`config.mk`:
```
export PLATFORM = sky130hd
export DESIGN_NAME = router_reg_gen_flat
export DESIGN_NICKNAME = d
export VERILOG_FILES = /design/src/rtl/router_reg_gen_if.sv /design/src/rtl/router_reg_gen.sv /design/src/flat_wrapper.sv
export SDC_FILE = /design/constraint.sdc
export NUM_CORES = 1
export LEC_CHECK = 0
export CAP_MARGIN = 20
export CELL_PAD_IN_SITES_DETAIL_PLACEMENT = 1
export CELL_PAD_IN_SITES_GLOBAL_PLACEMENT = 2
export CORE_ASPECT_RATIO = 2
export CORE_MARGIN = 2
export CORE_UTILIZATION = 35
export DETAILED_ROUTE_END_ITERATION = 16
export HOLD_SLACK_MARGIN = 0.06
export PLACE_DENSITY_LB_ADDON = 0.05
export SYNTH_ARGS = -nofsm -noshare
export SYNTH_HDL_FRONTEND = slang
export SYNTH_SLANG_ARGS = --single-unit
export TNS_END_PERCENT = 100
```
`constraint.sdc`:
```
create_clock -name clock -period 2.9 [get_ports clock]
set_input_delay 0.435 -clock clock [delete_from_list [all_inputs] [get_ports clock]]
set_output_delay 0.435 -clock clock [all_outputs]
set_load 0.05 [all_outputs]
```
`src/rtl/router_reg_gen_if.sv`:
```
`default_nettype none
// ============================================================================
//  Module      : router_reg_gen_if
//  Description : Bus bundle between the router FSM/input side and the packet
//                datapath register: byte stream, FSM state decodes and the
//                register's data/status outputs.
//  Revision    : 1.0 - initial release
// ============================================================================
interface router_reg_gen_if #(
    parameter int DW    = 8,
    parameter int CNT_W = 16
);
    logic             pkt_valid;
    logic [DW-1:0]    data_in;
    logic             fifo_full;
    logic             rst_int_reg;
    logic             detect_add;
    logic             lfd_state;
    logic             ld_state;
    logic             laf_state;
    logic             full_state;
    logic [DW-1:0]    dout;
    logic             parity_done;
    logic             low_pkt_valid;
    logic             err;
    logic             len_err;
    logic [CNT_W-1:0] good_cnt;

    // Source / FSM side: drives the byte stream and state decodes
    modport master (
        output pkt_valid, data_in, fifo_full, rst_int_reg, detect_add,
               lfd_state, ld_state, laf_state, full_state,
        input  dout, parity_done, low_pkt_valid, err, len_err, good_cnt
    );

    // Datapath register side
    modport slave (
        input  pkt_valid, data_in, fifo_full, rst_int_reg, detect_add,
               lfd_state, ld_state, laf_state, full_state,
        output dout, parity_done, low_pkt_valid, err, len_err, good_cnt
    );
endinterface
`default_nettype wire

```
`src/rtl/router_reg_gen.sv`:
```
`default_nettype none
// ============================================================================
//  Module      : router_reg_gen
//  Description : Packet datapath register for the 1xN router. Latches the
//                header, buffers the byte arriving while the FIFO is full,
//                accumulates running parity, checks parity and payload length
//                and counts good packets.
//  Revision    : 1.0 - initial release
// ============================================================================
module router_reg_gen #(
    parameter int DW          = 8,
    parameter int ADDR_W      = 2,
    parameter int NUM_PORTS   = 3,
    parameter int PARITY_MODE = 0,
    parameter int CNT_W       = 16
) (
    input  wire logic       clock,
    input  wire logic       resetn,
    router_reg_gen_if.slave bus
);
    localparam int                c_LW     = DW - ADDR_W;
    localparam logic [ADDR_W:0]   c_NPORTS = NUM_PORTS[ADDR_W:0];

    logic [DW-1:0]    r_dout;
    logic [DW-1:0]    r_hold;
    logic             r_hold_par;
    logic [DW-1:0]    r_hdr;
    logic [c_LW-1:0]  r_exp_len;
    logic [DW-1:0]    r_ip;
    logic [DW-1:0]    r_pp;
    logic [c_LW-1:0]  r_cnt;
    logic             r_parity_done;
    logic             r_parity_done_q;
    logic             r_low_pkt_valid;
    logic             r_err;
    logic             r_len_err;
    logic [CNT_W-1:0] r_good_cnt;

    logic w_addr_ok;
    logic w_cap_ld;
    logic w_cap_laf;
    logic w_check;
    logic w_unused;

    // full_state is only a wait state: the register simply holds through it
    assign w_unused  = bus.full_state;

    assign w_addr_ok = ({1'b0, bus.data_in[ADDR_W-1:0]} < c_NPORTS);
    // ld_state wins over a (never legal) simultaneous laf_state
    assign w_cap_ld  = bus.ld_state & ~bus.pkt_valid & ~bus.fifo_full;
    assign w_cap_laf = ~bus.ld_state & bus.laf_state & r_hold_par;
    // Checks run exactly once, on the cycle after parity_done rises
    assign w_check   = r_parity_done & ~r_parity_done_q;

    function automatic logic [DW-1:0] f_op(input logic [DW-1:0] acc, input logic [DW-1:0] d);
        if (PARITY_MODE == 0) f_op = acc ^ d;
        else                  f_op = {acc[DW-2:0], acc[DW-1]} ^ d;
    endfunction

    // Header latch; an out-of-range address leaves the previous header in place
    always_ff @(posedge clock) begin
        if (!resetn) begin
            r_hdr     <= '0;
            r_exp_len <= '0;
        end else if (bus.detect_add && bus.pkt_valid && w_addr_ok) begin
            r_hdr     <= bus.data_in;
            r_exp_len <= bus.data_in[DW-1:ADDR_W];
        end
    end

    // Output byte select: header, live byte, or the byte held during full
    always_ff @(posedge clock) begin
        if (!resetn) begin
            r_dout <= '0;
        end else if (bus.lfd_state) begin
            r_dout <= r_hdr;
        end else if (bus.ld_state) begin
            if (!bus.fifo_full) r_dout <= bus.data_in;
        end else if (bus.laf_state) begin
            r_dout <= r_hold;
        end
    end

    // Capture the byte presented while the FIFO is full, tagging parity bytes
    always_ff @(posedge clock) begin
        if (!resetn) begin
            r_hold     <= '0;
            r_hold_par <= 1'b0;
        end else if (bus.ld_state && bus.fifo_full) begin
            r_hold     <= bus.data_in;
            r_hold_par <= ~bus.pkt_valid;
        end
    end

    // Running parity and payload byte count
    always_ff @(posedge clock) begin
        if (!resetn) begin
            r_ip  <= '0;
            r_cnt <= '0;
        end else if (bus.detect_add) begin
            r_ip <= '0;
        end else if (bus.lfd_state) begin
            r_ip <= f_op('0, r_hdr);
        end else if (bus.ld_state) begin
            if (bus.pkt_valid && !bus.fifo_full) begin
                r_ip  <= f_op(r_ip, bus.data_in);
                r_cnt <= r_cnt + 1'b1;
            end
        end else if (bus.laf_state) begin
            if (!r_hold_par && !r_parity_done) begin
                r_ip  <= f_op(r_ip, r_hold);
                r_cnt <= r_cnt + 1'b1;
            end
        end else if (bus.rst_int_reg && !bus.pkt_valid) begin
            r_ip  <= '0;
            r_cnt <= '0;
        end
    end

    // Packet parity byte capture; a capture beats a header-decode clear
    always_ff @(posedge clock) begin
        if (!resetn) begin
            r_pp            <= '0;
            r_parity_done   <= 1'b0;
            r_parity_done_q <= 1'b0;
        end else begin
            r_parity_done_q <= r_parity_done;
            if (w_cap_ld) begin
                r_pp          <= bus.data_in;
                r_parity_done <= 1'b1;
            end else if (w_cap_laf) begin
                r_pp          <= r_hold;
                r_parity_done <= 1'b1;
            end else if (bus.detect_add) begin
                r_pp          <= '0;
                r_parity_done <= 1'b0;
            end
        end
    end

    // Flag the source dropping pkt_valid while loading data
    always_ff @(posedge clock) begin
        if (!resetn) begin
            r_low_pkt_valid <= 1'b0;
        end else if (bus.rst_int_reg) begin
            r_low_pkt_valid <= 1'b0;
        end else if (bus.ld_state && !bus.pkt_valid) begin
            r_low_pkt_valid <= 1'b1;
        end
    end

    // End-of-packet checks and saturating good-packet counter
    always_ff @(posedge clock) begin
        if (!resetn) begin
            r_err      <= 1'b0;
            r_len_err  <= 1'b0;
            r_good_cnt <= '0;
        end else if (w_check) begin
            r_err     <= (r_ip != r_pp);
            r_len_err <= (r_cnt != r_exp_len);
            if ((r_ip == r_pp) && (r_cnt == r_exp_len) && !(&r_good_cnt))
                r_good_cnt <= r_good_cnt + 1'b1;
        end else if (bus.detect_add) begin
            r_err     <= 1'b0;
            r_len_err <= 1'b0;
        end
    end

    assign bus.dout          = r_dout;
    assign bus.parity_done   = r_parity_done;
    assign bus.low_pkt_valid = r_low_pkt_valid;
    assign bus.err           = r_err;
    assign bus.len_err       = r_len_err;
    assign bus.good_cnt      = r_good_cnt;
endmodule
`default_nettype wire

```
`src/flat_wrapper.sv`:
```
// flat-port wrapper written by rule: the top's interface ports become plain ports
module router_reg_gen_flat 
#(
    parameter int DW          = 8,
    parameter int ADDR_W      = 2,
    parameter int NUM_PORTS   = 3,
    parameter int PARITY_MODE = 0,
    parameter int CNT_W       = 16
)
  (clock, resetn, bus_pkt_valid, bus_data_in, bus_fifo_full, bus_rst_int_reg, bus_detect_add, bus_lfd_state, bus_ld_state, bus_laf_state, bus_full_state, bus_dout, bus_parity_done, bus_low_pkt_valid, bus_err, bus_len_err, bus_good_cnt);
  router_reg_gen_if #(.DW(DW), .CNT_W(CNT_W)) bus_i ();
  input  wire logic clock;
  input  wire logic resetn;
  input wire logic [$bits(bus_i.pkt_valid)-1:0] bus_pkt_valid;
  input wire logic [$bits(bus_i.data_in)-1:0] bus_data_in;
  input wire logic [$bits(bus_i.fifo_full)-1:0] bus_fifo_full;
  input wire logic [$bits(bus_i.rst_int_reg)-1:0] bus_rst_int_reg;
  input wire logic [$bits(bus_i.detect_add)-1:0] bus_detect_add;
  input wire logic [$bits(bus_i.lfd_state)-1:0] bus_lfd_state;
  input wire logic [$bits(bus_i.ld_state)-1:0] bus_ld_state;
  input wire logic [$bits(bus_i.laf_state)-1:0] bus_laf_state;
  input wire logic [$bits(bus_i.full_state)-1:0] bus_full_state;
  output wire logic [$bits(bus_i.dout)-1:0] bus_dout;
  output wire logic [$bits(bus_i.parity_done)-1:0] bus_parity_done;
  output wire logic [$bits(bus_i.low_pkt_valid)-1:0] bus_low_pkt_valid;
  output wire logic [$bits(bus_i.err)-1:0] bus_err;
  output wire logic [$bits(bus_i.len_err)-1:0] bus_len_err;
  output wire logic [$bits(bus_i.good_cnt)-1:0] bus_good_cnt;
  assign bus_i.pkt_valid = bus_pkt_valid;
  assign bus_i.data_in = bus_data_in;
  assign bus_i.fifo_full = bus_fifo_full;
  assign bus_i.rst_int_reg = bus_rst_int_reg;
  assign bus_i.detect_add = bus_detect_add;
  assign bus_i.lfd_state = bus_lfd_state;
  assign bus_i.ld_state = bus_ld_state;
  assign bus_i.laf_state = bus_laf_state;
  assign bus_i.full_state = bus_full_state;
  assign bus_dout = bus_i.dout;
  assign bus_parity_done = bus_i.parity_done;
  assign bus_low_pkt_valid = bus_i.low_pkt_valid;
  assign bus_err = bus_i.err;
  assign bus_len_err = bus_i.len_err;
  assign bus_good_cnt = bus_i.good_cnt;
  router_reg_gen #(.DW(DW), .ADDR_W(ADDR_W), .NUM_PORTS(NUM_PORTS), .PARITY_MODE(PARITY_MODE), .CNT_W(CNT_W)) u_core (.clock(clock), .resetn(resetn), .bus(bus_i));
endmodule
```
======== Word-level counts from Yosys, hierarchy flattened ========
Cells that the tools add are included.
W data, S select, Z words.
word-level totals
  register bits ........................... 74
  output and inout port bits .............. 28
cells by class
  add/sub/neg operators ................... 2
  $lt $le $gt $ge ......................... 1
  equal/unequal tests ..................... 9
  multiplexer cells ....................... 23
  bitwise logic cells ..................... 14
  reduce and logical (&&, ||, !) cells .... 26
operators with widths
  operator                 count
  $mux W8                  13
  $mux W6                  5
  $add A16 B1 Y16 const B  1
  $reduce_and A16 Y1       1
  $xor A8 B8 Y8            2
  $logic_and A1 B1 Y1      9
  $reduce_bool A3 Y1       3
  $eq A8 B8 Y1             1
  $ne A8 B8 Y1             1
  $not A1 Y1               7
  $add A6 B1 Y6 const B    1
  $eq A6 B6 Y1             1
  $ne A3 B2 Y1 const B     2
  $ne A6 B6 Y1             1
  $and A1 B1 Y1            5
  $logic_not A1 Y1         5
  $mux W1                  5
  $reduce_and A5 Y1        1
  $ne A4 B3 Y1 const B     1
  $reduce_and A2 Y1        2
  $reduce_bool A4 Y1       1
  $reduce_or A2 Y1         2
  $ne A3 B3 Y1 const B     1
  $reduce_and A3 Y1        1
  3 further kinds          3

======== Longest topological paths before layout ========
  depth after elaboration ................. 6
  depth in mapped cells ................... 7

======== Worst setup path before layout ========
OpenSTA, ideal clock, no wires.
  kind .................................... register -> register
  from .................................... reg u_core.r_good_cnt[0], in the netlist u_core.bus.good_cnt[0]
  to ...................................... reg u_core.r_good_cnt[4], in the netlist u_core.bus.good_cnt[4]
  arrival ................................. 1992 ps
  required time ........................... 2770 ps
  path slack .............................. 778 ps
  cell stages (with the launch flop) ...... 7
  clock period less this slack ............ 2122 ps
  cells stage by stage .................... dfxtp_1 > ha_1 > and4_1 > nand4_1 > nor2_1 > nor4b_1 > mux2i_1
between the ends
  longest elaborated chain between the ends .. 4
  elaborated cells on any way between the ends .. 5
  those cells by class .................... add/sub (1); reduce/logical (4)
RTL lines
  what                                                     RTL line               RTL
  from (decl)                                              router_reg_gen.sv:37   logic [CNT_W-1:0] r_good_cnt;
  from (signal assigned)                                   router_reg_gen.sv:162  r_good_cnt <= r_good_cnt + 1'b1;
  branches (longest 4 deep; another with $add A16 B1 Y16)  --
Parallel ways; which one is timed is not known.
A chain may end at the register's enable or synchronous reset.

======== Final worst setup path ========
  from .................................... in bus_ld_state
  to ...................................... reg u_core.r_ip[7]
between the ends
  longest elaborated chain between the ends .. 2
  elaborated cells on any way between the ends .. 6
  those cells by class .................... eq/ne (2); mux (2); reduce/logical (2)
RTL lines
  what                                                    RTL line               RTL
  from (decl)                                             flat_wrapper.sv:20     input wire logic [$bits(bus_i.ld_state)-1:0] bus_ld_state;
  $ne A4 B3 Y1 (no line), or another cell as far along    --
  $reduce_and A3 Y1 (no line) or $mux W8 (tied branches)  --
  to (signal assigned)                                    router_reg_gen.sv:103  r_ip <= f_op('0, r_hdr);
  to (signal assigned)                                    router_reg_gen.sv:106  r_ip <= f_op(r_ip, bus.data_in);
  to (signal assigned)                                    router_reg_gen.sv:111  r_ip <= f_op(r_ip, r_hold);
  to (decl)                                               router_reg_gen.sv:29   logic [DW-1:0] r_ip;
Parallel ways exist; a longest one is shown, timed or not.

==> flow_summary.yaml <==
outcome:
  outcome: "finished clean"
synthesis:
  synth_top_family_by_area: "simple AND/OR/NAND/NOR gates"
  synthTopCellsByArea: "dfxtp_1, mux2i_1, nand2_1, a21oi_1, xor2_1"
  synth_most_common_cell: "dfxtp_1"
  synth-simple-area-share_pct: 26.0
  synth_cell_type_count: 47
  syn_nets: 422
  muxShareOfSynthArea_pct: 8.96
  ys_warn_count: 0
  synth-adder-area-share_pct: 0.741
  synth_top_cell_by_area: "dfxtp_1"
  synth_ff_type: "dfxtp_1"
  syn_area_um2: 3380
  synth_compound_gate_area_share_pct: 15.8
  synth_common_cells: "dfxtp_1, nand2_1, a21oi_1"
  synth_xor_area_share_pct: 4.93
  async_reset_ff_share_pct: 0
  syn_inst: 402
  synth_edf_count: 0
  synth_area_per_cell_um2: 8.40
  seq_area_frac_synth_pct: 40.3
  synth_seq_cells: 68
  netlist.area_leader.share_pct: 40.3
floorplan:
  ios: 46
  fp-row-count: 50
  initial_core_util_pct: 36.0
  fp.coreArea_um2: 9380
  dieWidth_um: 73.5
  dieArea_um2: 10500
  die_y_um: 143
worst_setup_path:
  cp-end-kind: "flip-flop"
  crit_arrival_ns: 2.54
  cp-start-kind: "primary input"
  cpMaxStageDelayCell: "clkdlybuf4s50_1"
  slowest_delay_ns: 0.53
  crit_family: "buffers and inverters"
  cp_max_fo: 8
  crit_buf_inv: 2
  required_ns: 3.17
  path_cells: "clkdlybuf4s50_1 -> buf_4 -> nand3b_1 -> nand3_1 -> a311o_1 -> a21oi_1"
  path_class: "in -> reg"
  r2r_start: "u_core.bus.parity_done"
  critical_path.startpoint: "bus_ld_state"
detailed_routing:
  dr_wl_met3_um: 187
  ant_nets: 0
  vias: 3068
  via_per_inst: 5.48
  wl_per_cell_um: 18.6
  wl_met2_um: 5980
  top_layer_used: "met4"
  first_pass_iters: 4
  drt-met1-wl_um: 3980
  drt-initial-drc-count: 72
  drt_wl_total_um: 10400
  drc_errors: 0
cts:
  cts_tree: "built"
  cts_inserted_buffers: 9
  insertion_delay_ns: 0.34
  post_cts_buffers: 0
  cts_resized: 0
  clkSlewWorstSetupHoldPaths_ns: 0.06
  cts_root_buf: "clkbuf_16"
  clock_path_buffers: 2
  cts-htree-levels: 3
  cts.sinks: 68
  ctsHoldBuffers: 0
sta:
  finalSetupTns_ns: 0
  min_period_over_period_pct: 78.4
  finalHoldViolCount: 0
  slew_headroom_pct: 60.2
  clock_skew_ns: 0.00674
  timing.fmax_ghz: 0.440
  finalSetupViolCount: 0
  worst_hold_slack_ns: 0.473
  worst_slack_ns: 0.627
  maxSlewViolCount: 0
  tightest_slew_ns: 0.594
  rsz0062_at_grt: "false"
  layout_min_cycle_time_ns: 2.27
global_routing:
  grt_pass1_vias: 3169
  gr-total-overflow: 0
  grt_max_degree: 36
  antenna_found_initial: 0
  grt_use_total_pct: 21.3
  grt_pass1_wl_um: 16600
run:
  maxCapViolCount: 0
power_and_ir_drop:
  power_density_nw_per_um2: 576
  p_leak_nw: 1.63
  ir_drop_mv: 0.319
  finalPower_mw: 2.47
cells_and_area:
  area_growth_pct: 26.9
  fin_cells: 560
  diodes: 0
  layout-drive-gt1-share_pct: 8.33
  regArea_um2: 1360
  multi_input_area_um2: 1910
  final_nets: 471
  fill_cells: 1121
placed_design:
  pre_cts_ws_ns: 0.284
  post-place-cells: 544
  port_buffers: 44
  gp_congestion: 0.773
  detailedPlacementHpwl_um: 7780
worst_hold_path:
  worstHoldStart: "u_core.r_hold[7]"
  hold_class: "reg -> reg"
[worst paths after layout]
path	endpoint	slack (ns)	cells after the start
min reg2reg	u_core.r_hold[7]	0.47	2
min	u_core.r_hold[7]	0.47	2
max reg2reg	u_core.bus.good_cnt[9]	0.75	5
max	u_core.r_ip[7]	0.63	6
[flip-flops by register name (all words and copies together) (netlist names)]
register                  flops
u_core.r_parity_done_q        1
u_core.bus.low_pkt_valid      1
u_core.bus.parity_done        1
u_core.r_ip                   8
u_core.r_cnt                  6
u_core.r_pp                   8
u_core.bus.len_err            1
u_core.r_hold_par             1
u_core.bus.err                1
u_core.r_exp_len              5
u_core.bus.good_cnt          16
u_core.r_hold                 8
u_core.bus.dout               8
u_core.r_hdr                  3
[worst min-delay path, cell delays in order (launching register included)]
cell	delay, ns
dfxtp_1	0.32
nand2_1	0.06
a21oi_1	0.05
[cell type report]
| class | count | area share (%) |
|---|---|---|
| tap | 104 | 3.03 |
| sequential | 68 | 31.7 |
| timing repair buffer | 58 | 12.7 |
| inverter | 7 | 0.613 |
| clock inverter | 4 | 1.69 |
| multi-input combinational | 307 | 44.4 |
| clock buffer | 12 | 5.75 |
[cells by family (layout without fill, tap and decap cells)]
group                      Yosys count  in the layout
buffers and inverters               27             81
xor gates and xnor gates            19             19
muxes                               30             30
and+or+nand+nor                    169            169
AOI/OAI and AO/OA                   87             87
DFF                                 68             68
adders and majority gates            2              2
[metal layers]
metal / vias up / track usage, %
li1: 1516 / -
met1: 1491 / 22.3
met2: 42 / 39.9
met3: 19 / 2.19
met4: 0 / 10.8
met5: - / 0
[placed cells by master (no fill, tap or decap), types with 2 or more instances in the layout]
master,netlist,final
nor4_2,4,4
nor3b_1,3,3
ha_1,2,2
or4_1,3,3
and4_1,2,2
clkbuf_1,15,2
nand4b_1,3,3
buf_4,0,14
bufinv_16,0,2
nor4_1,2,2
a211o_1,4,4
a21oi_1,44,44
clkdlybuf4s50_1,0,44
clkbuf_16,0,9
o31ai_1,3,3
o21ai_0,22,22
nand4_1,9,9
a311o_1,8,8
dfxtp_1,68,68
or3_1,3,3
mux2i_1,28,28
and2_1,7,7
xor2_1,18,18
inv_1,6,6
nor2_1,35,35
nand2b_1,10,10
nand2_1,65,65
nand3b_1,5,5
mux2_2,2,2
nand3_1,3,3
nor2b_1,6,6
[per-stage QoR]
| stage | utilization, % | cell area, um^2 |
|---|---|---|
| after global routing | 45.7 | 4290 |
| after detailed placement | 42.3 | 3970 |
| after global placement | 42.3 | 3970 |
| after CTS | 45.7 | 4290 |
| final | 45.7 | 4290 |
| after floorplan | - | 3380 |
[power by group]
part           total [mW]  switching (mW)  internal [mW]
Clock                1.18           0.402          0.775
Combinational       0.311           0.195          0.116
Sequential          0.982          0.0218          0.960
No activity file was read; power rests on OpenSTA's default activity.
